[src/rtl/signed_seq_divider_if.sv]
// signed_seq_divider_if: operand request and result bundle for signed_seq_divider
interface signed_seq_divider_if #(parameter int N = 4);
  logic start;
  logic [2*N-1:0] dividend;
  logic [N-1:0] divisor;
  logic busy;
  logic done;
  logic [2*N-1:0] quotient;
  logic [N-1:0] remainder;
  logic dbz;
  logic ovf;
  modport master (output start, dividend, divisor, input busy, done, quotient, remainder, dbz, ovf);
  modport slave (input start, dividend, divisor, output busy, done, quotient, remainder, dbz, ovf);
endinterface

[src/rtl/signed_seq_divider.sv]
// signed_seq_divider: multicycle signed 2N/N restoring divider truncating toward zero
module signed_seq_divider #(parameter int N = 4) (
  input logic clk,
  input logic rst_n,
  signed_seq_divider_if.slave bus
);
  typedef enum logic [1:0] {IDLE, CALC, FIX, DONE} state_t;
  localparam int CW = $clog2(2*N+1);
  state_t state;
  logic [CW-1:0] cnt;
  logic [2*N-1:0] q;
  logic [N:0] r, d, rs;
  logic qneg, rneg, zdiv, ovfl, ge;
  logic [2*N-1:0] qfix;
  logic [N-1:0] rfix;
  always_comb begin
    rs = {r[N-1:0], q[2*N-1]};
    ge = rs >= d;
    qfix = zdiv ? '1 : qneg ? -q : q;
    rfix = zdiv ? '0 : rneg ? N'(-r) : N'(r);
  end
  always_ff @(posedge clk or negedge rst_n)
    if (!rst_n) begin
      state <= IDLE;
      cnt <= '0;
      q <= '0;
      r <= '0;
      d <= '0;
      qneg <= 1'b0;
      rneg <= 1'b0;
      zdiv <= 1'b0;
      ovfl <= 1'b0;
      bus.busy <= 1'b0;
      bus.done <= 1'b0;
      bus.quotient <= '0;
      bus.remainder <= '0;
      bus.dbz <= 1'b0;
      bus.ovf <= 1'b0;
    end else
      case (state)
        IDLE: if (bus.start) begin
          state <= CALC;
          cnt <= '0;
          q <= bus.dividend[2*N-1] ? -bus.dividend : bus.dividend;
          r <= '0;
          d <= bus.divisor[N-1] ? -{1'b1, bus.divisor} : {1'b0, bus.divisor};
          qneg <= bus.dividend[2*N-1] ^ bus.divisor[N-1];
          rneg <= bus.dividend[2*N-1];
          zdiv <= bus.divisor == '0;
          ovfl <= bus.dividend == {1'b1, {(2*N-1){1'b0}}} && &bus.divisor;
          bus.busy <= 1'b1;
          bus.dbz <= 1'b0;
          bus.ovf <= 1'b0;
        end
        CALC: if (cnt == CW'(2*N)) state <= FIX;
        else begin
          cnt <= cnt + 1'b1;
          r <= ge ? rs - d : rs;
          q <= {q[2*N-2:0], ge};
        end
        FIX: begin
          state <= DONE;
          bus.busy <= 1'b0;
          bus.done <= 1'b1;
          bus.quotient <= qfix;
          bus.remainder <= rfix;
          bus.dbz <= zdiv;
          bus.ovf <= ovfl;
        end
        DONE: begin
          state <= IDLE;
          bus.done <= 1'b0;
        end
        default: state <= IDLE;
      endcase
endmodule

[src/flat_wrapper.sv]
// flat-port wrapper written by rule: the top's interface ports become plain ports
module signed_seq_divider_flat 
#(parameter int N = 4)
  (clk, rst_n, bus_start, bus_dividend, bus_divisor, bus_busy, bus_done, bus_quotient, bus_remainder, bus_dbz, bus_ovf);
  signed_seq_divider_if #(.N(N)) bus_i ();
  input logic clk;
  input logic rst_n;
  input wire logic [$bits(bus_i.start)-1:0] bus_start;
  input wire logic [$bits(bus_i.dividend)-1:0] bus_dividend;
  input wire logic [$bits(bus_i.divisor)-1:0] bus_divisor;
  output wire logic [$bits(bus_i.busy)-1:0] bus_busy;
  output wire logic [$bits(bus_i.done)-1:0] bus_done;
  output wire logic [$bits(bus_i.quotient)-1:0] bus_quotient;
  output wire logic [$bits(bus_i.remainder)-1:0] bus_remainder;
  output wire logic [$bits(bus_i.dbz)-1:0] bus_dbz;
  output wire logic [$bits(bus_i.ovf)-1:0] bus_ovf;
  assign bus_i.start = bus_start;
  assign bus_i.dividend = bus_dividend;
  assign bus_i.divisor = bus_divisor;
  assign bus_busy = bus_i.busy;
  assign bus_done = bus_i.done;
  assign bus_quotient = bus_i.quotient;
  assign bus_remainder = bus_i.remainder;
  assign bus_dbz = bus_i.dbz;
  assign bus_ovf = bus_i.ovf;
  signed_seq_divider #(.N(N)) u_core (.clk(clk), .rst_n(rst_n), .bus(bus_i));
endmodule
[config.mk]
export PLATFORM = sky130hd
export DESIGN_NAME = signed_seq_divider_flat
export DESIGN_NICKNAME = d
export VERILOG_FILES = /design/src/rtl/signed_seq_divider_if.sv /design/src/rtl/signed_seq_divider.sv /design/src/flat_wrapper.sv
export SDC_FILE = /design/constraint.sdc
export NUM_CORES = 1
export LEC_CHECK = 0
export CORE_MARGIN = 1.5
export CORE_UTILIZATION = 42
export DETAILED_ROUTE_END_ITERATION = 16
export GPL_TIMING_DRIVEN = 0
export PLACE_DENSITY_LB_ADDON = 0.15
export SYNTH_ARGS = -nofsm -noshare
export SYNTH_HDL_FRONTEND = slang
export SYNTH_SLANG_ARGS = --single-unit
[constraint.sdc]
create_clock -name clk -period 3.1 [get_ports clk]
set_input_delay 0.31 -clock clk [delete_from_list [all_inputs] [get_ports clk]]
set_output_delay 0.31 -clock clk [all_outputs]
set_load 0.02 [all_outputs]
==> impl_metrics.csv <==
group,metric,value,unit
critical_path,startpoint_type,"flip-flop",
critical_path,cp_data_required_time,3.26,ns
timing,worst_pin_slew,0.502,ns
timing,skew,0.00643,ns
die,ios,31,
run_status,status,"completed",
timing,drv_slew,0,
logic_synthesis,synthTopCellsByCount,"dfrtp_1, inv_1, nand2_1",
cts,clock_latency,0.29,ns
timing,fin_crit,1.88,ns
routing,num_vias,1853,
critical_path,r2r-start,"u_core.state[0]",
pwr,powerDensity,999,mW/mm^2
cells_and_area,syn_to_final_growth,20.0,%
cts,cts_made_buffers,5,
die,die-width,79.1,microns
timing,setup_tns,0,ns
critical_path,crit_family,"simple AND/OR/NAND/NOR gates",
die,initial_utilization,43.9,%
job,drv_cap,0,
cells_and_area,nNetsFinal,316,
logic_synthesis,synth_cell_types,45,
critical_path,rrSetupSlack,1.22,ns
cts,cts_tree,"yes",
logic_synthesis,avgSynthCellArea,9.89,sq um
timing,rsz0062_at_grt,"no",
logic_synthesis,yosysWarnings,0,
critical_path,worstSetupPathType,"reg -> reg",
logic_synthesis,synth_top_area_share,44.2,%
logic_synthesis,synthArstFlopShare,100,%
global_routing,grt_pass1_wl,8560,microns
critical_path,worstPathMaxFanout,10,
routing,drtIter0Drc,76,
routing,drc,0,
global_routing,grt_max_degree,41,
logic_synthesis,synth_edf_count,0,
logic_synthesis,ys_top_cells_by_area,"dfrtp_1, ha_1, inv_1",
pwr,leakage,1.27,nW
cts,clockRootBuffer,"clkbuf_8",
placement,routabilityCongestion,0.760,
pwr,irDropWorstVdd,0.382,mV
cts,htreeDepth,2,
critical_path,path_cells,"inv_1, ha_1, nand2_1, or2_1, buf_2, nand3_1, o311ai_1",
die,die_h,79.1,microns
timing,max_slew_margin,66.5,%
critical_path,r2r-end,"u_core.r[0]",
critical_path,critPathArrivalTime,2.04,ns
routing,wl,4900,microns
logic_synthesis,ys.flop_type,"dfrtp_1",
cts,clock_sinks,43,
placement,dp_hpwl,3680,microns
timing,setup_violations,0,
logic_synthesis,synth.most_common_cell,"dfrtp_1",
logic_synthesis,syn-cell-area,0.00243,sq mm
critical_path,cp-end-kind,"flip-flop",
routing,ant_nets,0,
logic_synthesis,yosys.area.top_type,"dfrtp_1",
die,rows,27,
logic_synthesis,synth-seq-cells,43,
timing,max_freq,532,MHz
critical_path,critPathMaxStageDelay,0.41,ns
cells_and_area,drive_gt1_share,7.37,%
logic_synthesis,synth_nets,278,
timing,fin_crit_sh,60.7,%
global_routing,grt_pass1_vias,1829,
critical_path,cp_num_buf_inv,2,
logic_synthesis,ys_seq_area_share,44.2,%
cts,cts_max_path_buffers,2,
cells_and_area,antenna_cells,0,
global_routing,grt-ovfl-total,0,
cts,clk_pin_slew_worst_paths,0.08,ns
cells_and_area,final_util,52.7,%
routing,wl_per_cell,13.7,microns
cts,cts_resized,0,
routing,first_pass_iters,4,
timing,final_hold_viol_count,0,
worst_hold_path,hold_class,"in -> async",
global_routing,antenna_found_initial,0,
global_routing,grt.total_usage,17.7,%
critical_path,r2r_cells,7,
die,die_area,0.00626,sq mm
logic_synthesis,syn_inst,246,
placement,port-buffer-count,29,
critical_path,cpMaxStageDelayCell,"dfrtp_1",
die,core,0.00554,sq mm
routing,vias_per_cell,5.19,
## power breakdown
part | switching (mW) | leakage [nW] | internal (mW) | total [mW]
Clock | 0.188 | 0.0422 | 0.158 | 0.347
Sequential | 0.198 | 0.539 | 0.797 | 0.994
Combinational | 0.853 | 0.692 | 0.723 | 1.58
## per-stage QoR
| stage | hold WS (ns) | setup WS [ns] | area [sq um] | instances | total power [mW] |
|---|---|---|---|---|---|
| 2_1_floorplan | 0.0144 | 1.42 | 2430 | 246 | 2.12 |
| 3_5_place_dp | 0.133 | 1.15 | 2830 | 348 | 2.59 |
| 6_report | 0.357 | 1.22 | 2920 | 357 | 2.92 |
| 3_3_place_gp | 0.464 | 0.540 | 2810 | 347 | 2.55 |
| 5_1_grt | 0.370 | 1.01 | 2920 | 357 | 3.18 |
| 4_1_cts | 0.348 | 1.20 | 2920 | 357 | 2.95 |
## cell families after synthesis
logic type / count (synthesis) / synth area share, %
flops: 43 / 44.2
mux: 6 / 2.57
buf+inv: 33 / 5.92
compound gates: 60 / 17.0
fa+ha+maj: 17 / 9.05
simple gates: 69 / 14.8
xor+xnor: 18 / 6.48
## sequential cells by signal (all words and copies together) (netlist names)
| signal | flops |
|---|---|
| u_core.bus.quotient | 8 |
| u_core.q | 8 |
| u_core.d | 5 |
| u_core.bus.remainder | 4 |
| u_core.cnt | 4 |
| u_core.r | 4 |
| u_core.state | 2 |
| u_core.bus.busy | 1 |
| u_core.bus.dbz | 1 |
| u_core.bus.done | 1 |
| u_core.bus.ovf | 1 |
| u_core.ovfl | 1 |
| u_core.qneg | 1 |
| u_core.rneg | 1 |
| u_core.zdiv | 1 |
## cell usage in the layout (no fill, tap or decap), types with 4 or more instances in the layout
master | Yosys | routed
o21ai_0 | 11 | 11
nand2b_1 | 4 | 4
xnor2_1 | 9 | 9
mux2i_1 | 4 | 4
nor2b_1 | 4 | 4
ha_1 | 16 | 16
nand2_1 | 21 | 21
o21ai_1 | 8 | 8
o31ai_1 | 4 | 4
clkdlybuf4s50_1 | 0 | 28
o22ai_1 | 4 | 4
a21oi_1 | 8 | 8
inv_1 | 23 | 23
clkbuf_1 | 6 | 8
nor2_1 | 16 | 16
clkbuf_8 | 0 | 5
dfrtp_1 | 43 | 43
xor2_1 | 9 | 9
nand3_1 | 7 | 7
a22oi_1 | 7 | 7
o22a_1 | 4 | 4
## cell type report
type / instances / area [sq um]
well taps: 72 / 90.1
plain buffers: 10 / 57.6
clock inverters: 1 / 5.00
repair buffers: 31 / 315
clock buffers: 7 / 76.3
multi-input cells: 170 / 1210
fillers: 543 / 2620
inverters: 23 / 86.3
flip-flops and latches: 43 / 1080
## worst max-delay path by stage
stage                             endpoint  cells past startpoint            start  slack (ns)
floorplan                      u_core.q[1]                      9  u_core.state[0]        1.42
global placement    u_core.bus.quotient[2]                      1            rst_n        0.54
detailed placement             u_core.q[5]                      8        bus_start        1.15
CTS                            u_core.r[1]                      7  u_core.state[0]        1.20
global route                   u_core.r[0]                      7  u_core.state[0]        1.01
finish                         u_core.r[0]                      7  u_core.state[0]        1.22
## layer usage
metal  part of all wire (%)  up-vias  routed length [microns]  GRT usage, %
li1                       -      930                        -             -
met1                     50      880                     2450          25.0
met2                     45       38                     2210          27.9
met3                    3.8        5                      188          3.45
met4                    1.0        0                       51          4.21
met5                      0        -                        0             0
## what timing repair did
item,4_1_cts,5_1_grt
setup buffers,0,0
hold endpoints to repair,3,0
hold buffers,1,0
setup endpoints to repair,0,0
(Power assumes the default switching activity.)
